<file path="config.mk">
export PLATFORM = sky130hd
export DESIGN_NAME = ens_vote_argmax
export DESIGN_NICKNAME = d
export VERILOG_FILES = /design/src/rtl/ens_vote_argmax.sv
export SDC_FILE = /design/constraint.sdc
export NUM_CORES = 1
export LEC_CHECK = 0
export CAP_MARGIN = 20
export CORE_AREA = 5 5 100 55
export DETAILED_ROUTE_END_ITERATION = 10
export DIE_AREA = 0 0 105 60
export PLACE_DENSITY_LB_ADDON = 0.08
export SETUP_SLACK_MARGIN = 0.1
export SYNTH_ARGS = -nofsm -noshare
export SYNTH_HDL_FRONTEND = slang
export SYNTH_SLANG_ARGS = --single-unit
</file>
<file path="constraint.sdc">
create_clock -name clk -period 7.2 [get_ports clk]
set_clock_uncertainty 0.2 [all_clocks]
set_input_delay 0.72 -clock clk [delete_from_list [all_inputs] [get_ports clk]]
set_output_delay 0.72 -clock clk [all_outputs]
set_load 0.05 [all_outputs]
</file>
<file path="src/rtl/ens_vote_argmax.sv">
// ens_vote_argmax: sums NUM_ENS member votes per class, then scans for the
// argmax (ties go to the lowest index) and presents it over a valid/ready port.
// Ports: clk, rst (sync, active-high); in_data/in_valid/in_ready accept one
// member's class words per beat; out_class/out_score/out_valid/out_ready
// return the winner. Define ENS_VOTE_TIE_FLAG_EN to add out_tie, which is set
// when another class has the same score as the winner.
module ens_vote_argmax #(
   parameter int NUM_CLASSES = 10,
   parameter int CLASS_BITS  = 1,
   parameter int NUM_ENS     = 4,
   localparam int CW = (NUM_CLASSES > 1) ? $clog2(NUM_CLASSES) : 1,
   localparam int SW = $clog2(NUM_ENS * ((1 << CLASS_BITS) - 1) + 1),
   localparam int EW = (NUM_ENS > 1) ? $clog2(NUM_ENS) : 1
) (
   input  logic                              clk,
   input  logic                              rst,
   input  logic [NUM_CLASSES*CLASS_BITS-1:0] in_data,
   input  logic                              in_valid,
   output logic                              in_ready,
   output logic [CW-1:0]                     out_class,
   output logic [SW-1:0]                     out_score,
   output logic                              out_valid,
`ifdef ENS_VOTE_TIE_FLAG_EN
   output logic                              out_tie,
`endif
   input  logic                              out_ready
);

   typedef enum logic [1:0] {ACCUM, SCAN, OUT} state_t;

   state_t          state_q, state_d;
   logic [SW-1:0]   score_q [NUM_CLASSES];
   logic [SW-1:0]   score_d [NUM_CLASSES];
   logic [EW-1:0]   mem_q, mem_d;
   logic [CW-1:0]   idx_q, idx_d;
   logic [CW-1:0]   best_idx_q, best_idx_d;
   logic [SW-1:0]   best_score_q, best_score_d;
   logic [CW-1:0]   out_class_q, out_class_d;
   logic [SW-1:0]   out_score_q, out_score_d;
   logic            out_valid_q, out_valid_d;
   logic [SW-1:0]   cur_score;
`ifdef ENS_VOTE_TIE_FLAG_EN
   logic            tie_q, tie_d;
   logic            out_tie_q, out_tie_d;
`endif

   assign in_ready  = (state_q == ACCUM);
   assign out_class = out_class_q;
   assign out_score = out_score_q;
   assign out_valid = out_valid_q;
`ifdef ENS_VOTE_TIE_FLAG_EN
   assign out_tie   = out_tie_q;
`endif

   always_comb begin
      state_d      = state_q;
      score_d      = score_q;
      mem_d        = mem_q;
      idx_d        = idx_q;
      best_idx_d   = best_idx_q;
      best_score_d = best_score_q;
      out_class_d  = out_class_q;
      out_score_d  = out_score_q;
      out_valid_d  = out_valid_q;
      cur_score    = score_q[idx_q];
`ifdef ENS_VOTE_TIE_FLAG_EN
      tie_d        = tie_q;
      out_tie_d    = out_tie_q;
`endif
      unique case (state_q)
         ACCUM: begin
            if (in_valid) begin
               for (int k = 0; k < NUM_CLASSES; k++) begin
                  score_d[k] = score_q[k]
                     + SW'(in_data[k*CLASS_BITS +: CLASS_BITS]);
               end
               if (mem_q == EW'(NUM_ENS - 1)) begin
                  mem_d   = '0;
                  idx_d   = '0;
                  state_d = SCAN;
               end else begin
                  mem_d = mem_q + 1'b1;
               end
            end
         end
         SCAN: begin
            // Class 0 seeds the running best; later classes must beat it.
            if (idx_q == '0 || cur_score > best_score_q) begin
               best_idx_d   = idx_q;
               best_score_d = cur_score;
`ifdef ENS_VOTE_TIE_FLAG_EN
               tie_d        = 1'b0;
`endif
            end
`ifdef ENS_VOTE_TIE_FLAG_EN
            else if (cur_score == best_score_q) begin
               tie_d = 1'b1;
            end
`endif
            if (idx_q == CW'(NUM_CLASSES - 1)) begin
               idx_d   = '0;
               state_d = OUT;
            end else begin
               idx_d = idx_q + 1'b1;
            end
         end
         OUT: begin
            // First OUT cycle registers the result; later cycles wait.
            if (!out_valid_q) begin
               out_valid_d = 1'b1;
               out_class_d = best_idx_q;
               out_score_d = best_score_q;
`ifdef ENS_VOTE_TIE_FLAG_EN
               out_tie_d   = tie_q;
`endif
            end else if (out_ready) begin
               out_valid_d  = 1'b0;
               best_idx_d   = '0;
               best_score_d = '0;
               for (int k = 0; k < NUM_CLASSES; k++) score_d[k] = '0;
`ifdef ENS_VOTE_TIE_FLAG_EN
               tie_d        = 1'b0;
`endif
               state_d      = ACCUM;
            end
         end
         default: state_d = ACCUM;
      endcase
   end

   always_ff @(posedge clk) begin
      if (rst) begin
         state_q      <= ACCUM;
         for (int k = 0; k < NUM_CLASSES; k++) score_q[k] <= '0;
         mem_q        <= '0;
         idx_q        <= '0;
         best_idx_q   <= '0;
         best_score_q <= '0;
         out_class_q  <= '0;
         out_score_q  <= '0;
         out_valid_q  <= 1'b0;
`ifdef ENS_VOTE_TIE_FLAG_EN
         tie_q        <= 1'b0;
         out_tie_q    <= 1'b0;
`endif
      end else begin
         state_q      <= state_d;
         score_q      <= score_d;
         mem_q        <= mem_d;
         idx_q        <= idx_d;
         best_idx_q   <= best_idx_d;
         best_score_q <= best_score_d;
         out_class_q  <= out_class_d;
         out_score_q  <= out_score_d;
         out_valid_q  <= out_valid_d;
`ifdef ENS_VOTE_TIE_FLAG_EN
         tie_q        <= tie_d;
         out_tie_q    <= out_tie_d;
`endif
      end
   end

endmodule

</file>
=== After elaboration in Yosys (flattened, before gate mapping) ===
Index checks and enable logic that the tools add are counted.

* Bits in writable memories: 0
* Input port bits: 14
* Bits in read-only memories: 0
* Memories kept: 0
* Output and inout bits: 9
* Latch bits: 0
* Register bits: 53

* Bitwise gates (word level): 2
* Equality and inequality tests: 10
* Div/mod/pow operators: 0
* Shift-type cells: 0
* Multiplexer cells: 28
* Reductions and logical operators: 12
* Add/subtract/negate cells: 12
* Magnitude comparators: 2
* $mul: 0

{| class="wikitable"
|+ Operator list
! operator !! count
|-
| $mux W30 || 3
|-
| $pmux W30 S2 || 1
|-
| $add A3 B1 Y3 || 10
|-
| $mux W4 || 6
|-
| $pmux W4 S2 || 2
|-
| $mux W3 || 5
|-
| $bmux W3 S4 || 1
|-
| $mux W2 || 6
|-
| $ne A2 B2 Y1 const B || 5
|-
| $reduce_and A4 Y1 || 2
|-
| $pmux W2 S3 || 1
|-
| $pmux W3 S2 || 1
|-
| $reduce_bool A2 Y1 || 3
|-
| $ge A5 B5 Y1 const B || 1
|-
| $not A4 Y5 || 1
|-
| $reduce_and A5 Y1 || 1
|-
| $add A4 B1 Y4 const B || 1
|-
| $eq A2 B2 Y1 const B || 2
|-
| $eq A4 B4 Y1 const B || 1
|-
| $logic_not A4 Y1 || 1
|-
| $reduce_and A2 Y1 || 2
|-
| $gt A3 B3 Y1 || 1
|-
| $reduce_and A3 Y1 || 1
|-
| $add A2 B1 Y2 const B || 1
|-
| other kinds (6) || 7
|}

=== Longest topological paths before layout ===
Gate-level depths: netlist of run 1.

* Word-level depth: 8
* Mapped depth: 9

=== Least setup slack after synthesis of run 1 ===
OpenSTA, ideal clock, no wires.

* Kind: register -> register
* Start point: register idx_q[0]
* End point: register best_score_q[1]
* Clock period less this slack: 2762 ps
* Data required time: 6914 ps
* Data arrival time: 2476 ps
* Setup time: 86 ps
* Path slack: 4438 ps
* Cell stages (with the launch flop): 10
* Cell sequence: dfxtp_1 buf_6 mux4_2 a22oi_2 nand2b_1 ha_1 and3_1 a211oi_2 nor2_1 a221oi_2

* Longest elaborated chain between the ends: 8
* Elaborated cells between the ends (all ways): 11
* Those cells by class: 1 x order compare; 1 x eq/ne; 5 x mux; 1 x bitwise; 3 x reduce/logical

{| class="wikitable"
|+ RTL lines
! item !! RTL line !! source
|-
| from (decl) || 35 || <nowiki>logic [CW-1:0] idx_q, idx_d;</nowiki>
|-
| from (signal assigned) || 150 || <nowiki>idx_q <= idx_d;</nowiki>
|-
| $not A4 Y5 (implied by the code) || 65 || <nowiki>cur_score = score_q[idx_q];</nowiki>
|-
| $bmux W3 S4 || 65 ||
|-
| $mux W3 (implied by the code) (2 in series) || 65 ||
|-
| $gt A3 B3 Y1 || 88 || <nowiki>if (idx_q == '0 || cur_score > best_score_q) begin</nowiki>
|-
| $logic_or A1 B1 Y1 || 88 ||
|-
| $ne A2 B2 Y1 (no source line) || n/a ||
|-
| $reduce_and A4 Y1 (no source line) || n/a ||
|-
| to (signal assigned) || 152 || <nowiki>best_score_q <= best_score_d;</nowiki>
|-
| to (decl) || 37 || <nowiki>logic [SW-1:0] best_score_q, best_score_d;</nowiki>
|}

Several ways; a longest one is shown, not always the timed one. The select of a mux whose other input is x is not followed.
A chain may end at the register's enable or synchronous reset.

=== Final worst setup path of run 1 ===
* Start point: register idx_q[0]
* End point: register best_score_q[2]

The elaborated chain is that of the path after synthesis.

==> summary.md, run 1 <==
| Metric | Value |
|---|---|
| Reg2Reg Setup Slack | `3850 ps` |
| Commonest non-fill, non-tap cells in the layout | `dfxtp_1, nor2_1, ha_1, a21oi_1, clkdlybuf4s50_1` |
| Final critical-path share of the clock period | `46.53%` |
| Count of final setup violators | `0` |
| GRT busiest layer | `met1` |
| Sequential element share of the synthesized area | `38.76%` |
| Avg Cell Area, Syn | `9.473 um2` |
| Worst hold path type | `flip-flop to flip-flop` |
| Vias in the first global route | `1917` |
| CP Max Fanout | `14` |
| Post-Layout Cell Count | `364` |
| First-pass iteration count of the detailed router | `5` |
| Vias/cell | `5.750` |
| Total I/O pin count | `23` |
| Layout net count | `344` |
| Maximum Capacitance Violations | `0` |
| FF-to-FF Start | `idx_q[0]$_SDFFE_PP0P_` |
| Routed via count | `2093` |
| Initial Util | `59.01%` |
| Num CTS Buffers | `5` |
| Crit start category | `flip-flop` |
| Dominant cells by area after synthesis | `dfxtp_1, ha_1, a22oi_1` |
| Sink Count | `53` |
| Number of fill cells in the layout | `379` |
| Crit. End Element | `flip-flop` |
| Port buffer count | `22` |
| PD cells | `172.1 nW/um2` |
| N_diodes | `0` |
| Worst Setup EP | `best_score_q[2]$_SDFFE_PP0P_` |
| Mapped cell area | `2738 um2` |
| Data required, critical path | `7220 ps` |
| Initial antenna violation count | `0` |
| CTS Root Cell | `clkbuf_8` |
| Total track usage | `18.54%` |
| Worst Setup Path Type | `flip-flop to flip-flop` |
| Row Count | `18` |
| Routed len/inst | `15.03 um` |
| Top FF cell, synth | `dfxtp_1` |
| Area grow syn2layout | `10.60%` |
| RR Endpoint | `best_score_q[2]$_SDFFE_PP0P_` |
| Final Critical Period | `3350 ps` |
| Status | `finished clean` |
| Slew HR | `30.99%` |
| Reg2Reg Depth | `8` |
| Resize count post-CTS | `0` |
| CTS tree | `done` |
| Die X | `105 um` |
| Dpl hpwl | `3.913 mm` |
| Yosys warns | `0` |
| Crit path DAT | `3370 ps` |
| Leakage | `1.140 nW` |
| Mapped Nets | `330` |
| 1st-iter DRT viols | `134` |
| Cell variety after synth | `37` |
| Hold Buf Count CTS | `0` |
| Flops & latches, synth | `53` |
| Routability cong. | `0.7991` |
| Total Power | `0.0005211 W` |
| EDFF count, synth | `0` |
| Max Slew Vio Count | `0` |
| Max clock buf depth | `2` |
| Worst skew pair latency | `300 ps` |
| Cell taking the most area after synthesis | `dfxtp_1` |
| DIE HEIGHT | `60 um` |
| Worst vdd ir | `96.39 uV` |
| Post-CTS setup buffer count | `0` |
| Htree depth | `2` |
| Sum Neg Setup Slack | `0 ps` |
| Final Util | `65.26%` |
| Worst-Margin Slew | `1035 ps` |
| Die area | `6300 um2` |
| Hold WS | `279.5 ps` |
| Total gr overflow | `0` |
| Met2 Resource Use GR | `25.22%` |
| Met3 usage | `5.286%` |
| CORE AREA | `4639 um2` |
| Placed cell count | `356` |
| Pin count of the biggest net entering global routing | `44` |
| Asr flop ratio synth | `0%` |
| Fraction of layout cells with a size suffix above 1 | `6.908%` |
| First-pass GRT wire length | `9.404 mm` |
| RSZ-0062 raised after global routing | `false` |
| Clock transition at path regs | `90 ps` |
| Final hold viol count | `0` |
| Synth top area share | `38.76%` |
| Drt total wl | `5.471 mm` |
| Remaining antenna violation count after routing | `0` |
| Met1 usage | `28.50%` |
| Drt drc | `0` |
| Cells after Synth | `289` |
| Leading cell type in the layout, fill and taps excluded | `dfxtp_1` |
| CP Launch Point | `idx_q[0]$_SDFFE_PP0P_` |
| Peak Freq | `298.5 MHz` |
[stage by stage]
stage,cell area (um2),setup WS [ps]
6_report,3028,3850
5_1_grt,3028,3602
4_1_cts,3028,3839
3_5_place_dp,2945,3876
3_3_place_gp,2945,3990
2_1_floorplan,2738,4438
[synth_stat cells, types with 6 or more instances]
cell type and instances:
a21oi_1 23, a22oi_1 21, buf_2 7, dfxtp_1 53, ha_1 27, inv_1 17, mux2i_1 13, nand2b_1 6
nand4_1 6, nor2_1 40, nor3_1 6, o21ai_0 11, or3_1 9
[cells by family after synthesis]
| group | after synthesis | share of synthesized area, % |
|---|---|---|
| compound gates | 66 | 16.09 |
| xor+xnor | 3 | 0.9600 |
| fa+ha+maj | 27 | 12.34 |
| buf+inv | 35 | 6.353 |
| flops | 53 | 38.76 |
| mux | 19 | 9.963 |
| simple gates | 86 | 15.54 |
[routing by layer]
metal  share of wire (%)  vias to the layer above  routed length, um
met5                   0                        -                  0
met4                0.97                        0                 53
met3                 6.3                        8                343
met2                  38                       62               2099
met1                  54                      953               2974
li1                    -                     1070                  -
[report_power, final]
| part | total (W) | switching, W | internal, W |
|---|---|---|---|
| logic | 0.0000522 | 0.0000275 | 0.0000247 |
| clock network | 0.000161 | 0.0000930 | 0.0000676 |
| registers | 0.000308 | 0.00000718 | 0.000301 |
| total | 0.000521 | 0.000128 | 0.000393 |
[state kept, by name, indices dropped and copies added, names as in the netlist, 2 cells and up]
name and cells:
state_q 2, idx_q 4, out_class 4, best_idx_q 4, mem_q 2, out_score 3
score_q 30, best_score_q 3
[layout make-up]
cell class                 instances  area, um2  share of cell area [%]
sequential                        53       1061                   35.04
clock inverter                     2      10.01                  0.3306
clock buffer                       6      72.57                   2.397
timing repair buffer              25      242.7                   8.017
multi-input combinational        201       1503                   49.63
inverter                          17      63.81                   2.107
tap                               60      75.07                   2.479
[critical path, cell delays in order, from the launching register on]
cell and delay [ps]:
dfxtp_1 800, mux4_1 650, a22oi_2 260, nand2b_1 90, ha_1 300, and3_1 200, a211oi_2 360, nor2_1 150
a221oi_2 270
[worst min-delay path by stage]
stage | cells past startpoint | endpoint | from
5_1_grt | 2 | best_idx_q[2]$_SDFFE_PP0P_ | best_idx_q[2]$_SDFFE_PP0P_
2_1_floorplan | 2 | best_idx_q[0]$_SDFFE_PP0P_ | best_idx_q[0]$_SDFFE_PP0P_
3_3_place_gp | 2 | score_q[29]$_SDFFE_PP0P_ | score_q[29]$_SDFFE_PP0P_
6_report | 2 | best_idx_q[2]$_SDFFE_PP0P_ | best_idx_q[2]$_SDFFE_PP0P_
4_1_cts | 2 | best_idx_q[2]$_SDFFE_PP0P_ | best_idx_q[2]$_SDFFE_PP0P_
3_5_place_dp | 2 | best_idx_q[2]$_SDFFE_PP0P_ | best_idx_q[2]$_SDFFE_PP0P_
Power figures use the tool's default switching activity.
==> run 2, diff against run 1 <==
CORE_AREA = 5 5 105 58   (was 5 5 100 55)
DIE_AREA = 0 0 110 63   (was 0 0 105 60)
clock period = 3.15 ns   (was 7.2 ns; I/O delays follow)
==> summary.md, run 2 (synthesized netlist as in run 1, its figures left out) <==
| Metric | Value |
|---|---|
| Status | `finished clean` |
| Vias/cell | `5.554 (-3.4%)` |
| Count of final setup violators | `0 (unchanged)` |
| Drt drc | `0 (unchanged)` |
| Port buffer count | `22 (unchanged)` |
| Register area | `1062 um2 (+0.12%)` |
| Maximum Capacitance Violations | `0 (unchanged)` |
| Initial antenna violation count | `0 (unchanged)` |
| Largest register by flop count | `score_q` |
| Crit path DAT | `2850 ps (-520 ps)` |
| First-pass GRT wire length | `9.784 mm (+4.0%)` |
| Area grow syn2layout | `13.99%` |
| DIE HEIGHT | `63 um (+5.0%)` |
| Worst skew pair latency | `310 ps (about the same)` |
| Leakage | `1.176 nW (+3.2%)` |
| Routability cong. | `0.8648 (+8.2%)` |
| Max clock buf depth | `2 (unchanged)` |
| Row Count | `19 (+1)` |
| Final Critical Period | `2870 ps (-480.1 ps)` |
| N_diodes | `0 (unchanged)` |
| PD cells | `438.2 nW/um2 (+150%)` |
| Final critical-path share of the clock period | `91.12% (+45 points)` |
| Post-CTS setup buffer count | `0 (unchanged)` |
| Crit. End Element | `flip-flop` |
| CP peak stage delay | `590 ps (-210 ps)` |
| Peak Freq | `348.4 MHz (+17%)` |
| 1st-iter DRT viols | `81 (-40%)` |
| Number of fill cells in the layout | `451 (+19%)` |
| Die X | `110 um (+4.8%)` |
| Worst vdd ir | `220.7 uV (+130%)` |
| Number of flip-flops under the largest register name | `30 (unchanged)` |
| Remaining antenna violation count after routing | `0 (unchanged)` |
| Die area | `6930 um2 (+10%)` |
| Total Power | `0.001368 W (+160%)` |
| Fraction of layout cells with a size suffix above 1 | `8.497% (+1.6 points)` |
| Routed len/inst | `15.09 um (+0.40%)` |
| CP Max Fanout | `7 (-7)` |
| Hold Crit Depth | `2 (unchanged)` |
| Total gr overflow | `0 (unchanged)` |
| Min-delay src | `best_idx_q[2]$_SDFFE_PP0P_` |
| Total I/O pin count | `23 (unchanged)` |
| Routed via count | `2105 (+0.57%)` |
| Reg2Reg Setup Slack | `280 ps (-3570 ps)` |
| Slew HR | `31.61% (+0.62 points)` |
| Sink Count | `53 (unchanged)` |
| Area after DPL | `2977 um2 (+1.1%)` |
| Hold Crit Endpoint | `best_idx_q[2]$_SDFFE_PP0P_` |
| FF-to-FF Start | `idx_q[0]$_SDFFE_PP0P_` |
| CP top delay family | `compound AO/OA/AOI/OAI gates` |
| Layout net count | `346 (+0.58%)` |
| Vias in the first global route | `1978 (+3.2%)` |
| Clock transition at path regs | `90 ps (about the same)` |
| Worst Setup Path Type | `flip-flop to flip-flop` |
| Worst-Margin Slew | `1026 ps (-9.290 ps)` |
| Final hold viol count | `0 (unchanged)` |
| Leading cell type in the layout, fill and taps excluded | `dfxtp_1` |
| Sum Neg Setup Slack | `0 ps (unchanged)` |
| RR Endpoint | `best_score_q[1]$_SDFFE_PP0P_` |
| Data required, critical path | `3130 ps (-4090 ps)` |
| Final Util | `60.49% (-4.8 points)` |
| First-pass iteration count of the detailed router | `4 (-1)` |
| Dpl hpwl | `4.072 mm (+4.1%)` |
| Crit start category | `flip-flop` |
| Worst Path Buf+Inv | `0 (unchanged)` |
| CTS Root Cell | `clkbuf_8` |
| CP max stage cell | `mux4_1` |
| CORE AREA | `5159 um2 (+11%)` |
| Post-route cell area | `3120 um2 (+3.1%)` |
| CP Cell Sequence | `mux4_1, a22oi_2, nand2b_1, ha_1, and3_1, a211o_2, a21oi_1, a221oi_2` |
| Pin count of the biggest net entering global routing | `43 (-2.3%)` |
| Reg2Reg Depth | `8 (unchanged)` |
| RSZ-0062 raised after global routing | `false` |
| Area of the multi-input gates | `1511 um2 (+0.58%)` |
| Commonest non-fill, non-tap cells in the layout | `dfxtp_1, nor2_1, ha_1, a21oi_1, clkdlybuf4s50_1` |
| Drt total wl | `5.719 mm (+4.5%)` |
| Total track usage | `17.86% (-0.67 points)` |
| Num CTS Buffers | `5 (unchanged)` |
| Initial Util | `53.07% (-5.9 points)` |
| Max Slew Vio Count | `0 (unchanged)` |
| Worst hold path type | `flip-flop to flip-flop` |
| Htree depth | `2 (unchanged)` |
| CTS tree | `done` |
-- run 2: where the power goes --
part	switching, W	internal, W	total (W)
clock network	0.000225	0.000316	0.000540
registers	0.0000159	0.000688	0.000704
logic	0.0000665	0.0000565	0.000123
-- run 2: cell type report --
type,instances,area share (%)
Sequential cell,53,34.04
Clock buffer,5,2.205
Multi-Input combinational cell,201,48.44
Clock inverter,3,2.085
Inverter,17,2.045
Tap cell,73,2.927
Timing Repair Buffer,27,8.260
-- run 2: layer usage --
| metal | vias up | part of all wire (%) | track usage (%) |
|---|---|---|---|
| met5 | - | 0 | 0 |
| met4 | 0 | 0.89 | 4.199 |
| met3 | 8 | 6.7 | 4.541 |
| met2 | 54 | 38 | 23.64 |
| met1 | 974 | 54 | 28.16 |
| li1 | 1069 | - | - |
-- run 2: how the worst max path moves through the flow --
stage	slack, ps	startpoint	cells past startpoint	endpoint
after global routing	100	idx_q[0]$_SDFFE_PP0P_	8	best_score_q[2]$_SDFFE_PP0P_
final	280	idx_q[0]$_SDFFE_PP0P_	8	best_score_q[1]$_SDFFE_PP0P_
after global placement	230	idx_q[0]$_SDFFE_PP0P_	8	best_score_q[2]$_SDFFE_PP0P_
after floorplan	390	idx_q[0]$_SDFFE_PP0P_	9	best_score_q[1]$_SDFFE_PP0P_
after detailed placement	190	idx_q[0]$_SDFFE_PP0P_	8	best_score_q[2]$_SDFFE_PP0P_
after CTS	150	idx_q[0]$_SDFFE_PP0P_	8	best_score_q[2]$_SDFFE_PP0P_
-- run 2: what timing repair did --
item                       in CTS  in global routing
setup endpoints to repair       0                  7
gates resized for setup         0                  3
hold buffers                    0                  0
-- run 2: per-stage QoR --
step | worst slack, ps | instances | hold WS, ps
detailed placement | 193.2 | 371 | 263.9
global placement | 225.5 | 371 | 269.1
global route | 100.6 | 379 | 315.7
floorplan | 387.6 | 289 | 250.3
finish | 279.9 | 379 | 277.4
CTS | 151.9 | 379 | 277.3
-- run 2: worst min-delay path: stages (launching register included) --
cell and delay, ps:
dfxtp_1 320, nand4_1 60, a21oi_1 60
==> run 3, diff against run 2 <==
TNS_END_PERCENT = 10   (was not set)
==> results of run 3 <==
Same layout as run 2: the final DEF is identical, and so are final timing and power.
